===== src/rtl/lfsr_monitor.sv =====
// lfsr_monitor: measures the period of a 16-bit LFSR sample stream and flags lock-up faults
//
// Ports:
//   clk      in   1  sole clock, rising edge
//   reset    in   1  asynchronous active-high reset
//   q_in     in  16  sample stream, one new value per clk
//   start    in   1  begin measurement (honoured in IDLE, DONE, ERR only)
//   busy     out  1  state is COUNT
//   done     out  1  state is DONE
//   err      out  1  state is ERR
//   err_code out  2  00 none, 01 zero lock-up, 10 stuck, 11 timeout
//   period   out 16  measured period, valid while done=1
//   ones_cnt out 16  samples with q_in[0]=1 during COUNT
//
// Build option: define LFSR_MONITOR_ONES_EN to enable the ones counter;
// otherwise ones_cnt is tied to zero.
`timescale 1ns/1ps
module lfsr_monitor (
    input  logic        clk,
    input  logic        reset,
    input  logic [15:0] q_in,
    input  logic        start,
    output logic        busy,
    output logic        done,
    output logic        err,
    output logic [1:0]  err_code,
    output logic [15:0] period,
    output logic [15:0] ones_cnt
);
    typedef enum logic [1:0] {IDLE, COUNT, DONE, ERR} state_t;
    state_t      state;
    logic [15:0] seed, prev, cnt, cnt_nx;
    assign cnt_nx = cnt + 16'd1;
    assign busy = (state == COUNT);
    assign done = (state == DONE);
    assign err  = (state == ERR);
    // A zero seed can never be matched by a healthy LFSR, so it is reported
    // as a zero lock-up on the first COUNT edge. cnt stops at 16'hFFFF because
    // either a match or the timeout ends COUNT on that edge.
    always_ff @(posedge clk or posedge reset) begin
        if (reset) begin
            state    <= IDLE;
            seed     <= 16'h0;
            prev     <= 16'h0;
            cnt      <= 16'h0;
            period   <= 16'h0;
            err_code <= 2'b00;
        end else if (state == COUNT) begin
            prev <= q_in;
            cnt  <= cnt_nx;
            if (q_in == 16'h0 || seed == 16'h0) begin
                state    <= ERR;
                err_code <= 2'b01;
            end else if (q_in == prev) begin
                state    <= ERR;
                err_code <= 2'b10;
            end else if (q_in == seed) begin
                state  <= DONE;
                period <= cnt_nx;
            end else if (cnt_nx == 16'hFFFF) begin
                state    <= ERR;
                err_code <= 2'b11;
            end
        end else if (start) begin
            state    <= COUNT;
            seed     <= q_in;
            prev     <= q_in;
            cnt      <= 16'h0;
            period   <= 16'h0;
            err_code <= 2'b00;
        end
    end
`ifdef LFSR_MONITOR_ONES_EN
    logic [15:0] ones_r;
    always_ff @(posedge clk or posedge reset) begin
        if (reset)
            ones_r <= 16'h0;
        else if (state != COUNT && start)
            ones_r <= 16'h0;
        else if (state == COUNT && q_in[0] && ones_r != 16'hFFFF)
            ones_r <= ones_r + 16'd1;
    end
    assign ones_cnt = ones_r;
`else
    assign ones_cnt = 16'h0;
`endif
endmodule


===== config.mk =====
export PLATFORM = sky130hd
export DESIGN_NAME = lfsr_monitor
export DESIGN_NICKNAME = d
export VERILOG_FILES = /design/src/rtl/lfsr_monitor.sv
export SDC_FILE = /design/constraint.sdc
export NUM_CORES = 1
export LEC_CHECK = 0
export BUFFER_PORTS_ARGS = -buffer_cell sky130_fd_sc_hd__buf_4
export CORE_MARGIN = 5
export CORE_UTILIZATION = 45
export CTS_BUF_LIST = sky130_fd_sc_hd__clkbuf_8
export DETAILED_ROUTE_END_ITERATION = 16
export PLACE_DENSITY = 0.76
export RECOVER_POWER = 25
export SKIP_LAST_GASP = 1
export SYNTH_ARGS = -nofsm -noshare
export SYNTH_HDL_FRONTEND = slang
export SYNTH_SLANG_ARGS = --single-unit

===== constraint.sdc =====
create_clock -name clk -period 3 [get_ports clk]
set_clock_uncertainty 0.2 [all_clocks]
set_input_delay 0.75 -clock clk [delete_from_list [all_inputs] [get_ports clk]]
set_output_delay 0.75 -clock clk [all_outputs]
set_load 0.01 [all_outputs]

# [Word-level counts from Yosys, hierarchy flattened]
# Index checks and enable logic that the tools add are counted.
[classes] n_addsub=1 n_eq_ne=12 muxes=19 n_bitwise=1 n_reduce_logical=8
[ops] cell="two-way mux 16 bit" n=8
[ops] cell="equality test 16 bit" n=2
[ops] cell="zero test 16 bit" n=2
[ops] cell="two-way mux 2 bit" n=11
[ops] cell="adder 16 x 1 -> 16 bit, second input constant" n=1
[ops] cell="equality test 16 bit, second input constant" n=1
[ops] cell="inequality test 5 x 1 -> 1 bit, second input constant" n=1
[ops] cell="equality test 2 bit, second input constant" n=2
[ops] cell="inequality test 2 bit, second input constant" n=2
[ops] cell="inequality test 4 x 1 -> 1 bit, second input constant" n=1
[ops] cell="inequality test 4 bit, second input constant" n=1
[ops] cell="AND reduction 2 bit" n=2
[ops] cell="AND reduction 4 bit" n=1
[ops] cell="AND reduction 3 bit" n=1
[ops] cell="equality test 2 x 1 -> 1 bit, second input constant" n=1
[ops] cell="inequality test 2 x 1 -> 1 bit, second input constant" n=1
[ops] cell="nonzero test 2 bit" n=1
[ops] cell="logical OR 1 bit" n=1
[ops] cell="NOT 1 bit" n=1
[totals] ff_bits=68 input_bits=19 output_inout_bits=37 word_cells=47

# [Depth between registers and ports, before layout]
[depth] ltp_word=7 ltp_mapped=8 mapped_depth_nobuf=7

# [Least setup slack after synthesis]
# Ideal clock, no wire load.
[synth_timing] path_kind="in2reg" from="in q_in[1]" to="reg period[0]" arrival_time_ns=2.097 t_required_ns=2.675 setup_slack_ns=0.579 cell_stages=5 cell_sequence="xor2_1 -> nor4_2 -> nand4_2 -> o31ai_4 -> mux2_2"
[synth_between] elab_chain_cells=4
[synth_lines] element="start: declaration" line_no="21" text="input logic [15:0] q_in,"
[synth_lines] element="zero test 16 bit" line_no="51" text="if (q_in == 16'h0 || seed == 16'h0) begin"
[synth_lines] element="logical OR 1 bit" line_no="51"
[synth_lines] element="inequality test 2 bit (no line)"
[synth_lines] element="AND reduction 4 bit (no line) (*)"
[synth_lines] element="end signal: assignment" line_no="59" text="period <= cnt_nx;"
[synth_lines] element="end: declaration" line_no="27" text="output logic [15:0] period,"
# Mark *: on every way between the ends. The rest lies on a longest branch, timed or not.
# A chain may end at the register's enable or synchronous reset.

# [Worst setup path in the final report]
[layout_timing] from="in q_in[14]" to="reg period[2]"
# The elaborated chain is that of the path after synthesis.

==> flow_metrics.tcl <==
set metrics [dict create \
    synth_area_leader_cell "dfrtp_1" \
    status "completed" \
    fin_nets 418 \
    hpwl_mm 5.74 \
    worstPathCellList "buf_4 > xor2_1 > nor4_2 > nand4_2 > o31ai_4 > mux2_2" \
    synth_area_mm2 0.00377 \
    area_delta_synth_final_pct 14.4 \
    first_pass_iters 4 \
    crit_arrival_ps 2580 \
    cp_top_family "compound AO/OA/AOI/OAI gates" \
    antenna_found_initial 0 \
    synth.avg_cell_area_um2 10.4 \
    path_clk_slew_ps 80 \
    postCtsHoldBufs 0 \
    worst_skew_pair.late_latency_ps 350 \
    io_buffers 39 \
    tritoncts "yes" \
    whs_ps 309 \
    grt_setup_unrepaired "no" \
    max_freq_ghz 0.392 \
    worst_slew_pin_slew_ps 950 \
    cp_slowest_cell "o31ai_4" \
    grt.total_usage 0.161 \
    die_y_um 102 \
    tritoncts.num_buffers 9 \
    maxCapViolCount 0 \
    yosysWarnings 0 \
    setup_tns_ps 0 \
    vias_per_cell 5.29 \
    nFillCells 747 \
    hold_viol_final 0 \
    fp.dieW_um 102 \
    crit_buf_inv 1 \
    final_layout_size_suffix_gt1_frac 0.269 \
    yosysTopAreaCellShare 0.451 \
    synth_seq_cells 68 \
    ys_seq_area_frac 0.451 \
    cts_setup_buffers 0 \
    cts-root-buf "clkbuf_8" \
    postLayoutCoreUtil 0.528 \
    setup_viol 0 \
    clk_path_buf_depth 2 \
    ctsHtreeMaxLevel 3 \
    wire_per_inst_um 15.4 \
    clkSinkCount 68 \
    final_cell_mix "dfrtp_1, buf_4, mux2_2, xor2_1, nand2_1" \
    async_flop_share 1.00 \
    postLayoutCellArea_mm2 0.00432 \
    row_count 33 \
    boundaryPins 56 \
    max_slew_margin 0.366 \
    cts_resized 0 \
    synth_cells 361 \
    synth_flop_cell "dfrtp_1" \
    yosys-top-cells-area "dfrtp_1, mux2_2, xor2_1, buf_4, nand2_1" \
    drtIter0Drc 65 \
    grt_pass1_vias 2737 \
    diodes 0 \
    dieArea_mm2 0.0103 \
    detail-route-antenna-nets 0 \
    powerDensity_mw_per_mm2 757 \
    worstPathMaxFanout 15 \
    p_leak_nw 1.92 \
    synthAdderAreaFrac 0.00664 \
    grt-ovfl-total 0 \
    fin_crit_sh 0.850 \
    synth-simple-area-share 0.166 \
    vias 2684 \
    synthMuxAreaShare 0.121 \
    vdd.ir_drop.worst_mv 0.349 \
    synth_compound_area_frac 0.0796 \
    synth_edf_count 0 \
    grt_pass1_wl_mm 13.0 \
    final_common_cell "dfrtp_1" \
    synth.distinct_cells 40 \
    end_kind "register" \
    grt_max_degree 47 \
    placed_area_mm2 0.00410 \
    drc 0 \
    drt-total-wl_mm 7.81 \
    initial_utilization 0.461 \
    drv_slew 0 \
    core-area_mm2 0.00818 \
    worstSetupPathType "input port to register" \
    synth_top_family_by_area "simple AND/OR/NAND/NOR gates" \
    critPathMaxStageDelay_ps 590 \
    synth-xor-area-share 0.107 \
    crit_required_ps 3030 \
    post-route-min-period_ps 2550 \
    gp_congestion 0.875 \
    hold_path.class "register to register" \
    start_kind "input port" \
]
sequential cells by signal, summed over array words and instances (netlist names):
signal    cells
period       16
cnt          16
err_code      2
prev         16
seed         16
state         2
cell families (layout without fill, tap and decap cells):
family / Yosys count / count (layout)
multiplexers: 41 / 41
flip-flops: 68 / 68
AND/OR/NAND/NOR: 110 / 110
adder cells (fa/ha/maj): 2 / 2
other: 1 / 16
XOR/XNOR: 46 / 46
AO/OA/AOI/OAI: 47 / 47
buffers and inverters: 46 / 72
per-layer routing:
metal  GRT usage  share of wire
met5           0              0
met4      0.0706          0.020
met3      0.0358          0.051
met2       0.274           0.51
met1       0.196           0.42
area by class of cell:
class | instances | area [um^2] | share of cell area
well taps | 105 | 131 | 0.0304
flip-flops and latches | 68 | 1700 | 0.394
repair buffers | 45 | 350 | 0.0812
clock inverters | 6 | 80.1 | 0.0186
multi-input cells | 262 | 1870 | 0.434
inverters | 11 | 41.3 | 0.00957
clock buffers | 10 | 138 | 0.0319
Yosys cell counts, types with 5 or more instances:
master	instances
nand2b_1	7
nand3_1	13
a21oi_1	10
buf_2	11
mux2_2	36
nand4_1	10
nor2_1	20
nor4_2	6
o21ai_1	5
xnor2_1	10
nor4_1	14
xor2_1	36
inv_1	11
clkbuf_1	6
nor3_1	5
nand2_1	24
dfrtp_1	68
o21ai_0	15
a21o_1	5
buf_4	16
path summary, 6_finish.rpt:
kind                          start     endpoint  slack, ps  depth (start not counted)
min                         cnt[15]      cnt[15]        310                          1
min in group asynchronous     reset       cnt[9]        420                          2
max                        q_in[14]    period[2]        450                          6
min reg2reg                 cnt[15]      cnt[15]        310                          1
max reg2reg                  cnt[0]  err_code[0]        590                          7
max in group asynchronous     reset      seed[5]       1430                          3
power breakdown:
group | internal, mW | switching, mW
Combinational | 0.499 | 0.506
Sequential | 1.16 | 0.269
Clock | 0.483 | 0.348
Total | 2.14 | 1.12
metrics by stage:
stage	std cells	power (mW)	setup WS, ps
after floorplan	376	2.17	338
after global placement	491	2.41	149
after detailed placement	491	2.45	81.1
after CTS	507	3.29	459
after global routing	507	3.47	325
final	507	3.26	451
No activity file was read; power rests on OpenSTA's default activity.
